### config.mk
export PLATFORM = sky130hd
export DESIGN_NAME = datapath_arbiter
export DESIGN_NICKNAME = d
export VERILOG_FILES = /design/src/rtl/datapath_arbiter.sv
export SDC_FILE = /design/constraint.sdc
export NUM_CORES = 1
export LEC_CHECK = 0
export CORE_UTILIZATION = 39
export CTS_CLUSTER_SIZE = 14
export DETAILED_ROUTE_END_ITERATION = 8
export PLACE_DENSITY = 0.81
export SETUP_SLACK_MARGIN = 0.3
export SYNTH_ARGS = -nofsm -noshare
export SYNTH_HDL_FRONTEND = slang
export SYNTH_SLANG_ARGS = --single-unit
export TNS_END_PERCENT = 100
### constraint.sdc
create_clock -name clk -period 2.6 [get_ports clk]
set_input_delay 0.52 -clock clk [delete_from_list [all_inputs] [get_ports clk]]
set_output_delay 0.52 -clock clk [all_outputs]
set_load 0.005 [all_outputs]
### src/rtl/datapath_arbiter.sv
// rtl/datapath_arbiter.sv - round-robin arbiter sharing one ALU datapath among NREQ requesters
module datapath_arbiter #(
    parameter int NREQ    = 4,
    parameter int WIDTH   = 16,
    parameter int TIMEOUT = 64,
    parameter int IDW     = $clog2(NREQ)
) (
    input  logic                clk,
    input  logic                reset,
    input  logic [NREQ-1:0]     req,
    input  logic [4*NREQ-1:0]   req_opcode,
    input  logic [8*NREQ-1:0]   req_a,
    input  logic [8*NREQ-1:0]   req_b,
    output logic [NREQ-1:0]     ack,
    output logic [WIDTH-1:0]    rsp_result,
    output logic                rsp_invalid,
    output logic                rsp_timeout,
    output logic [IDW-1:0]      grant_id,
    output logic                busy,
    output logic                dp_enable,
    output logic [3:0]          dp_opcode,
    output logic [7:0]          dp_a,
    output logic [7:0]          dp_b,
    input  logic                dp_done,
    input  logic [WIDTH-1:0]    dp_result
);

    localparam int              CNTW      = $clog2(TIMEOUT);
    localparam logic [CNTW-1:0] CNT_LAST  = CNTW'(TIMEOUT - 1);
    localparam logic [IDW-1:0]  LAST_INIT = IDW'(NREQ - 1);
    localparam logic [NREQ-1:0] ONE_HOT0  = NREQ'(1);
    localparam logic [3:0]      OP_MAX    = 4'b0011;

    typedef enum logic [1:0] {
        IDLE,
        BUSY,
        DONE
    } state_t;

    state_t          state;
    logic [IDW-1:0]  last_grant;
    logic [CNTW-1:0] cnt;

    logic [IDW-1:0]  winner;
    logic [IDW-1:0]  idx;
    logic [3:0]      win_opcode;
    logic [7:0]      win_a;
    logic [7:0]      win_b;

    // Round-robin search: walk offsets from farthest to nearest so the nearest
    // requester after last_grant is the final (winning) assignment.
    always_comb begin
        winner = last_grant;
        idx    = '0;
        for (int i = NREQ; i >= 1; i--) begin
            idx = IDW'((int'(last_grant) + i) % NREQ);
            if (req[idx]) begin
                winner = idx;
            end
        end
        win_opcode = req_opcode[winner*4 +: 4];
        win_a      = req_a[winner*8 +: 8];
        win_b      = req_b[winner*8 +: 8];
    end

    // Arbitration FSM with all outputs registered; response fields default to
    // zero every cycle so they are only nonzero during the single DONE cycle.
    always_ff @(posedge clk) begin
        if (reset) begin
            state       <= IDLE;
            last_grant  <= LAST_INIT;
            cnt         <= '0;
            ack         <= '0;
            rsp_result  <= '0;
            rsp_invalid <= 1'b0;
            rsp_timeout <= 1'b0;
            grant_id    <= '0;
            busy        <= 1'b0;
            dp_enable   <= 1'b0;
            dp_opcode   <= '0;
            dp_a        <= '0;
            dp_b        <= '0;
        end else begin
            ack         <= '0;
            rsp_result  <= '0;
            rsp_invalid <= 1'b0;
            rsp_timeout <= 1'b0;
            case (state)
                IDLE: begin
                    if (req != '0) begin
                        grant_id  <= winner;
                        dp_opcode <= win_opcode;
                        dp_a      <= win_a;
                        dp_b      <= win_b;
                        busy      <= 1'b1;
                        if (win_opcode <= OP_MAX) begin
                            state     <= BUSY;
                            cnt       <= '0;
                            dp_enable <= 1'b1;
                        end else begin
                            // Invalid opcodes never reach the datapath.
                            state       <= DONE;
                            ack         <= ONE_HOT0 << winner;
                            rsp_invalid <= 1'b1;
                        end
                    end
                end
                BUSY: begin
                    cnt <= cnt + 1'b1;
                    if (dp_done) begin
                        state      <= DONE;
                        dp_enable  <= 1'b0;
                        ack        <= ONE_HOT0 << grant_id;
                        rsp_result <= dp_result;
                    end else if (cnt == CNT_LAST) begin
                        state       <= DONE;
                        dp_enable   <= 1'b0;
                        ack         <= ONE_HOT0 << grant_id;
                        rsp_timeout <= 1'b1;
                    end
                end
                DONE: begin
                    last_grant <= grant_id;
                    busy       <= 1'b0;
                    state      <= IDLE;
                end
                default: begin
                    state     <= IDLE;
                    busy      <= 1'b0;
                    dp_enable <= 1'b0;
                end
            endcase
        end
    end

endmodule

# == Yosys cells after proc, flatten, opt, wreduce, memory -nomap -nowiden ==
# Index checks and enable logic that the tools add are counted.
# totals
register_bits,56
input_bits,103
elab_cells,84
out_inout_bits,46
# op_classes
bitwise,5
n_eq_ne,6
magnitude_cmp,5
n_shift,5
reduce_logical,11
n_mux,34
n_addsub,5
# op_table
op,n
$shiftx 32x6->8,2
$mux 2,8
$mux 4,4
$shiftx 16x5->4,1
$lt 2x3->1 const B,4
$mux 6,2
$pmux 6 s2,1
$mux 1,11
$reduce_or 3->1,3
$bmux 1 s2,4
$pmux 4 s2,1
$shl 1x2->4 const A,2
$add 6x1->6 const B,1
$eq 6x6->1 const B,1
$reduce_and 2->1,3
$not 1->1,5
$add 2x1->2 const B,2
$add 2x2->2 const B,2
$le 4x2->1 const B,1
$ne 2x2->1 const B,2
$pmux 2 s2,1
$reduce_and 4->1,1
$reduce_bool 4->1,1
$ne 3x3->1 const B,1
other kinds (7),7

# == Depth between registers and ports, before layout ==
# Gate-level depths: netlist (run 1).
# depth
depth_word,12
mapped_depth,9
depth_no_buf,7

# == Least setup slack after synthesis (run 1) ==
# No wires, ideal clock.
# synth_path
path_kind,input to register
start,input req[3]
end,register cnt[0]
path_buffers,1
t_required_ns,2.468
stages,8
setup_ns,0.132
arrival_ns,2.134
setup_slack_ns,0.333
path_cell_list,buf_4 nand2_1 a21oi_1 or3_1 a211o_1 a21o_2 o311ai_2 a21oi_1
# synth_via
elab_chain_len,10
word_cells_on_any_way,18
cone_classes,1 x order compare; 2 x eq/ne; 1 x shift; 12 x mux; 2 x reduce/logical
# synth_lines
element,line,rtl
start: declaration,10,"input logic [NREQ-1:0] req,"
$bmux 1 s2,57,if (req[idx]) begin
$mux 1 (not written as such),57,
$mux 2 (4 in series),57,
$shiftx 16x5->4,61,win_opcode = req_opcode[winner*4 +: 4];
$le 4x2->1,96,if (win_opcode <= OP_MAX) begin
$ne 2x2->1 (no line),-,
$reduce_and 3->1 (no line) (*),-,
end signal: assignment,109,cnt <= cnt + 1'b1;
end: declaration,42,logic [CNTW-1:0] cnt;
# Every way passes the cells marked *; elsewhere a longest branch is shown, timed or not. The select of a mux whose other input is x is not followed.
# A chain may end at the register's enable or synchronous reset.

# == Final worst setup path (run 1) ==
# layout_path
start,register last_grant[1]
end,register dp_a[2]
# layout_via
elab_chain_len,8
word_cells_on_any_way,17
cone_classes,4 x add/sub; 1 x shift; 12 x mux
# layout_lines
element,line,rtl
start: declaration,41,logic [IDW-1:0] last_grant;
start signal: assignment,123,last_grant <= grant_id;
$add 2x1->2,56,idx = IDW'((int'(last_grant) + i) % NREQ);
$bmux 1 s2,57,
$mux 1 (not written as such),57,
$mux 2 (3 in series),57,
$mux 2 (*),57,
$shiftx 32x6->8 (*),62,win_a = req_a[winner*8 +: 8];
end signal: assignment,93,dp_a <= win_a;
end: declaration,22,"output logic [7:0] dp_a,"
# Marked as above.

==> results.sh, run 1 <==
export IMPL_cts_max_path_buffers=2
export IMPL_violations="DRC"
export IMPL_relSlewSlack_pct=56.9
export IMPL_grt_util_met3_pct=6.42
export IMPL_async_flop_share_pct=0
export IMPL_final_cells=548
export IMPL_syn_area_sq_um=2680
export IMPL_io_buffers=148
export IMPL_ys_seq_area_share_pct=41.8
export IMPL_dieArea_sq_um=7210
export IMPL_pre_cts_ws_ns=-0.172
export IMPL_clk_latency_ns=0.32
export IMPL_leakagePower_nw=1.79
export IMPL_grt_pass1_wl_um=13200
export IMPL_slew_viol_final=0
export IMPL_utilization_pct=70.6
export IMPL_startpoint_type="flop"
export IMPL_die_y_um=84.9
export IMPL_worst_path_max_delay_cell="dfxtp_1"
export IMPL_grt_setup_unrepaired="false"
export IMPL_gr_usage_met2_pct=41.9
export IMPL_final_common_cell="clkdlybuf4s50_1"
export IMPL_gr_usage_all_layers_pct=23.1
export IMPL_via_per_inst=5.24
export IMPL_synth_nets=405
export IMPL_clkTransAtPathRegs_ns=0.10
export IMPL_crit_path_cell_trace="nand2b_1 -> a21oi_1 -> buf_4 -> nor3_2 -> buf_12 -> mux2_2 -> a222oi_1 -> a211oi_1"
export IMPL_wire_per_inst_um=15.1
export IMPL_antenna_found_initial=0
export IMPL_detailed_place_area_sq_um=4450
export IMPL_ir_drop_mv=0.466
export IMPL_area_growth_syn_to_layout_pct=70.9
export IMPL_ios=149
export IMPL_ys_warn_count=0
export IMPL_diodes=0
export IMPL_grt_max_degree=19
export IMPL_setup_tns_final_ns=0
export IMPL_finClkSkew_ns=0.00616
export IMPL_htreeDepth=2
export IMPL_grt_busiest_layer="met2"
export IMPL_final_cell_mix="144 x clkdlybuf4s50_1, 55 x dfxtp_1, 36 x nor2_1, 31 x buf_4, 18 x a21oi_1"
export IMPL_timing_hold_ws_ns=0.464
export IMPL_final_hold_viol_count=0
export IMPL_finalCritPeriodShare_pct=83.9
export IMPL_routed_wl_um=8290
export IMPL_synthCells=301
export IMPL_cp_required_ns=2.79
export IMPL_ant_nets=0
export IMPL_fin_area_sq_um=4590
export IMPL_gp_congestion=0.850
export IMPL_setup_ws_ns=0.419
export IMPL_ys_ff_latch=56
export IMPL_endpoint_kind="flop"
export IMPL_grt_util_met1_pct=26.7
export IMPL_drt_pass1_iter_count=9
export IMPL_power_density_nw_per_um2=882
export IMPL_cts_tree="built"
export IMPL_avgSynthCellArea_sq_um=8.91
export IMPL_die_w_um=84.9
export IMPL_drcViolationCount=10
export IMPL_outcome="finished, violations left"
export IMPL_slowest_delay_ns=0.48
export IMPL_power_mw=4.05
export IMPL_drv_cap=0
export IMPL_min_path_type="flop to flop"
export IMPL_synthFlopType="dfxtp_1"
export IMPL_drive_gt1_share_pct=14.4
export IMPL_num_rows=29
export IMPL_setup_viol=0
export IMPL_max_freq_mhz=459
export IMPL_drt_iter0_drc=212
export IMPL_dp_cells=539
export IMPL_core_area_sq_um=6490
export IMPL_start_util_pct=41.3
export IMPL_path_max_fanout=18
export IMPL_cp_arrival_ns=2.37
export IMPL_synth_edf_count=0
export IMPL_finalNetCount=574
export IMPL_critPathKind="flop to flop"
export IMPL_grt_overflow=0
export IMPL_tightest_slew_ns=0.643
export IMPL_place_hpwl_um=6470
export IMPL_cts_sink_count=56
export IMPL_min_period_ns=2.18
export IMPL_yosysUniqueCellTypes=48
export IMPL_grt_pass1_vias=2877
export IMPL_cts_root_buf="clkbuf_8"
export IMPL_cts_made_buffers=5
export IMPL_vias=2869
## critical path: cells and delay by family, from the launching register on
kind | cells | cell delay (ns)
flops | 1 | 0.48
compound gates | 3 | 0.47
simple gates | 2 | 0.40
buf+inv | 2 | 0.36
mux | 1 | 0.34
## timing repair
item / in CTS / in global routing
pin swaps: 0 / 3
resized for setup: 6 / 3
setup buffers: 0 / 1
hold buffers: 0 / 0
endpoints found under the setup margin: 24 / 19
## sequential cells by signal (all words and copies together) (netlist names)
signal and flops:
rsp_result 16, dp_a 8, dp_b 8, cnt 6, ack 4, dp_opcode 4
grant_id 2, last_grant 2, state 2, busy 1, dp_enable 1, rsp_invalid 1
rsp_timeout 1
## Yosys cell counts, types with 3 or more instances
library cell | number | area share [%]
nor2b_1 | 5 | 1.2
nor3b_1 | 3 | 0.84
dfxtp_1 | 56 | 42
a21oi_1 | 18 | 3.4
o211ai_1 | 3 | 0.84
and3b_1 | 3 | 0.98
clkbuf_1 | 11 | 1.5
nand2b_1 | 7 | 1.6
a211o_1 | 6 | 2.0
and2_1 | 17 | 4.0
o21ai_0 | 10 | 1.9
nor2_1 | 36 | 5.0
buf_2 | 7 | 1.3
a221o_1 | 6 | 2.2
mux2i_1 | 3 | 1.1
mux2_2 | 15 | 6.3
a211oi_1 | 10 | 2.8
nand3_1 | 5 | 0.93
a222oi_1 | 9 | 3.4
nor3_1 | 12 | 2.2
nand2_1 | 16 | 2.2
inv_1 | 7 | 0.98
a22oi_1 | 4 | 1.1
## layout make-up
class,instances,area [sq um]
Inverter,7,26.3
Fill cell,519,1910
Multi-Input combinational cell,219,1470
Clock inverter,3,46.3
Sequential cell,56,1120
Tap cell,77,96.3
Clock buffer,5,68.8
Timing Repair Buffer,181,1750
## layer usage
layer	up-vias	share of wire (%)
li1	1437	-
met1	1304	41
met2	121	49
met3	7	8.8
met4	0	1.1
met5	-	0
## logic make-up (layout without fill, tap and decap cells)
group,after synthesis,after routing,share of synthesized area [%]
AOI/OAI and AO/OA,82,82,23.0
muxes,18,18,7.42
and+or+nand+nor,114,114,21.9
DFF,56,56,41.8
xor gates and xnor gates,4,4,1.31
buffers and inverters,26,196,4.10
adders and majority gates,1,1,0.466
## where the power goes
part | total (mW) | leakage (nW) | internal (mW) | switching [mW]
sequential | 1.28 | 0.459 | 1.10 | 0.184
clock | 0.587 | 0.0600 | 0.292 | 0.295
combinational | 2.18 | 1.27 | 1.22 | 0.957
## worst paths after layout
check	startpoint	slack (ns)	cells past startpoint	to
hold reg to reg	dp_opcode[2]$_SDFFE_PP0P_	0.46	2	dp_opcode[2]$_SDFFE_PP0P_
setup reg to reg	last_grant[1]$_SDFFE_PP1P_	0.42	8	dp_a[2]$_SDFFE_PP0P_
setup / recovery	last_grant[1]$_SDFFE_PP1P_	0.42	8	dp_a[2]$_SDFFE_PP0P_
hold / removal	dp_opcode[2]$_SDFFE_PP0P_	0.46	2	dp_opcode[2]$_SDFFE_PP0P_
No activity file was read; power rests on OpenSTA's default activity.
==> inputs of run 2 (changes only) <==
--- a/config.mk
+++ b/config.mk
@@ -5,10 +5,10 @@
 export SDC_FILE = /design/constraint.sdc
 export NUM_CORES = 1
 export LEC_CHECK = 0
-export CORE_UTILIZATION = 39
+export CORE_UTILIZATION = 35
 export CTS_CLUSTER_SIZE = 14
 export DETAILED_ROUTE_END_ITERATION = 8
-export PLACE_DENSITY = 0.81
+export PLACE_DENSITY = 0.77
 export SETUP_SLACK_MARGIN = 0.3
 export SYNTH_ARGS = -nofsm -noshare
 export SYNTH_HDL_FRONTEND = slang
==> constraint.sdc (replaced) <==
create_clock -name clk -period 1.8 [get_ports clk]
set_input_delay 0.36 -clock clk [delete_from_list [all_inputs] [get_ports clk]]
set_output_delay 0.36 -clock clk [all_outputs]
set_load 0.005 [all_outputs]
==> results.sh, run 2 (synthesis gave the netlist of run 1 again) <==
export IMPL_outcome="finished, violations left"
export IMPL_violations="setup timing"
export IMPL_gr_usage_all_layers_pct=22.9
export IMPL_tightest_slew_ns=0.515
export IMPL_place_hpwl_um=6800
export IMPL_setup_ws_ns=-0.211
export IMPL_cts_sink_count=56
export IMPL_grt_pass1_wl_um=13900
export IMPL_grt_max_degree=34
export IMPL_reg_largest_list="rsp_result: 16 flops, dp_a: 8 flops, dp_b: 8 flops"
export IMPL_startpoint_type="flop"
export IMPL_drt_iter0_drc=159
export IMPL_drv_cap=0
export IMPL_utilization_pct=71.2
export IMPL_finClkSkew_ns=0.00747
export IMPL_power_density_nw_per_um2=1310
export IMPL_leakagePower_nw=2.29
export IMPL_core_area_sq_um=7330
export IMPL_clkTransAtPathRegs_ns=0.10
export IMPL_drt_pass1_iter_count=5
export IMPL_cts_max_path_buffers=2
export IMPL_grt_setup_unrepaired="true"
export IMPL_io_buffers=148
export IMPL_min_path_type="flop to flop"
export IMPL_final_cell_mix="98 x clkdlybuf4s50_1, 46 x dlygate4sd2_1, 44 x buf_4, 38 x dfxtp_1, 35 x nor2_1"
export IMPL_cp_arrival_ns=2.22
export IMPL_final_common_cell="clkdlybuf4s50_1"
export IMPL_endpoint_kind="flop"
export IMPL_clk_latency_ns=0.32
export IMPL_max_flop_register="rsp_result"
export IMPL_ant_nets=0
export IMPL_wire_per_inst_um=17.0
export IMPL_via_per_inst=5.21
export IMPL_drive_gt1_share_pct=31.3
export IMPL_diodes=0
export IMPL_ir_drop_mv=0.558
export IMPL_start_util_pct=36.6
export IMPL_finalNetCount=608
export IMPL_routed_wl_um=10300
export IMPL_finalCritPeriodShare_pct=112
export IMPL_final_hold_viol_count=0
export IMPL_cp_required_ns=2.01
export IMPL_slew_viol_final=0
export IMPL_htreeDepth=2
export IMPL_die_y_um=89.5
export IMPL_dieArea_sq_um=8020
export IMPL_area_growth_syn_to_layout_pct=94.4
export IMPL_setup_tns_final_ns=-3.20
export IMPL_max_freq_mhz=497
export IMPL_num_rows=31
export IMPL_path_max_fanout=7
export IMPL_grt_pass1_vias=2985
export IMPL_critPathKind="flop to flop"
export IMPL_largest_register_ffs=16
export IMPL_cts_tree="built"
export IMPL_cts_made_buffers=5
export IMPL_setup_viol=28
export IMPL_ios=149
export IMPL_min_period_ns=2.01
export IMPL_die_w_um=89.5
export IMPL_vias=3149
export IMPL_gp_congestion=0.840
export IMPL_grt_overflow=0
export IMPL_antenna_found_initial=0
export IMPL_cts_root_buf="clkbuf_8"
export IMPL_drcViolationCount=0
export IMPL_hold_buffers=0
export IMPL_relSlewSlack_pct=65.3
## run 2: final cells by class
type | instances | area [sq um]
clock buffer | 5 | 68.8
tap | 99 | 124
clock inverter | 3 | 27.5
multi-input combinational | 220 | 1770
timing repair buffer | 214 | 2050
inverter | 7 | 26.3
fill | 546 | 2110
sequential | 56 | 1150
## run 2: power breakdown
group | switching, mW | internal, mW
logic | 1.91 | 2.31
registers | 0.261 | 1.63
clock network | 0.445 | 0.287
total | 2.62 | 4.22
## run 2: per-layer routing
| metal | global-route usage, % | vias to the layer above | routed length (um) | part of all wire [%] |
|---|---|---|---|---|
| li1 | - | 1507 | - | - |
| met1 | 25.5 | 1497 | 4090 | 40 |
| met2 | 44.2 | 129 | 5370 | 52 |
| met3 | 4.52 | 16 | 671 | 6.5 |
| met4 | 5.63 | 0 | 146 | 1.4 |
| met5 | 0 | - | 0 | 0 |
## run 2: critical path, stage by stage, from the launching register on
cell and delay [ns]:
dfxtp_4 0.42, nand2b_4 0.16, nor2_4 0.05, or3_4 0.37, a211o_1 0.31, a21o_4 0.27
o311ai_2 0.22, a21oi_1 0.10
## run 2: metrics by stage
step                worst slack, ns  hold WS (ns)  total power, mW  cells  cell area [sq um]
CTS                          -0.180         0.464             6.44    596               5040
global placement             -0.889         0.450             5.05    568               4590
finish                       -0.211         0.479             6.84    604               5220
detailed placement           -0.903         0.452             5.12    568               4590
global route                 -0.268         0.502             7.22    604               5220
floorplan                    -0.180         0.453             3.47    301               2750
## run 2: what timing repair did
action | in CTS | in global routing
gates resized for setup | 122 | 39
gates cloned | 1 | 1
setup endpoints to repair | 83 | 54
endpoints found under the hold margin | 0 | 0
pin swaps | 33 | 22
setup buffers | 19 | 7
## run 2: path summary, 6_finish.rpt
path | slack [ns] | endpoint | startpoint | cells past startpoint
worst max register to register | -0.21 | cnt[0]$_SDFFE_PP0P_ | last_grant[1]$_SDFFE_PP1P_ | 7
worst min register to register | 0.48 | dp_opcode[2]$_SDFFE_PP0P_ | dp_opcode[2]$_SDFFE_PP0P_ | 2
worst min-delay path | 0.48 | dp_opcode[2]$_SDFFE_PP0P_ | dp_opcode[2]$_SDFFE_PP0P_ | 2
worst max-delay path | -0.21 | cnt[0]$_SDFFE_PP0P_ | last_grant[1]$_SDFFE_PP1P_ | 7
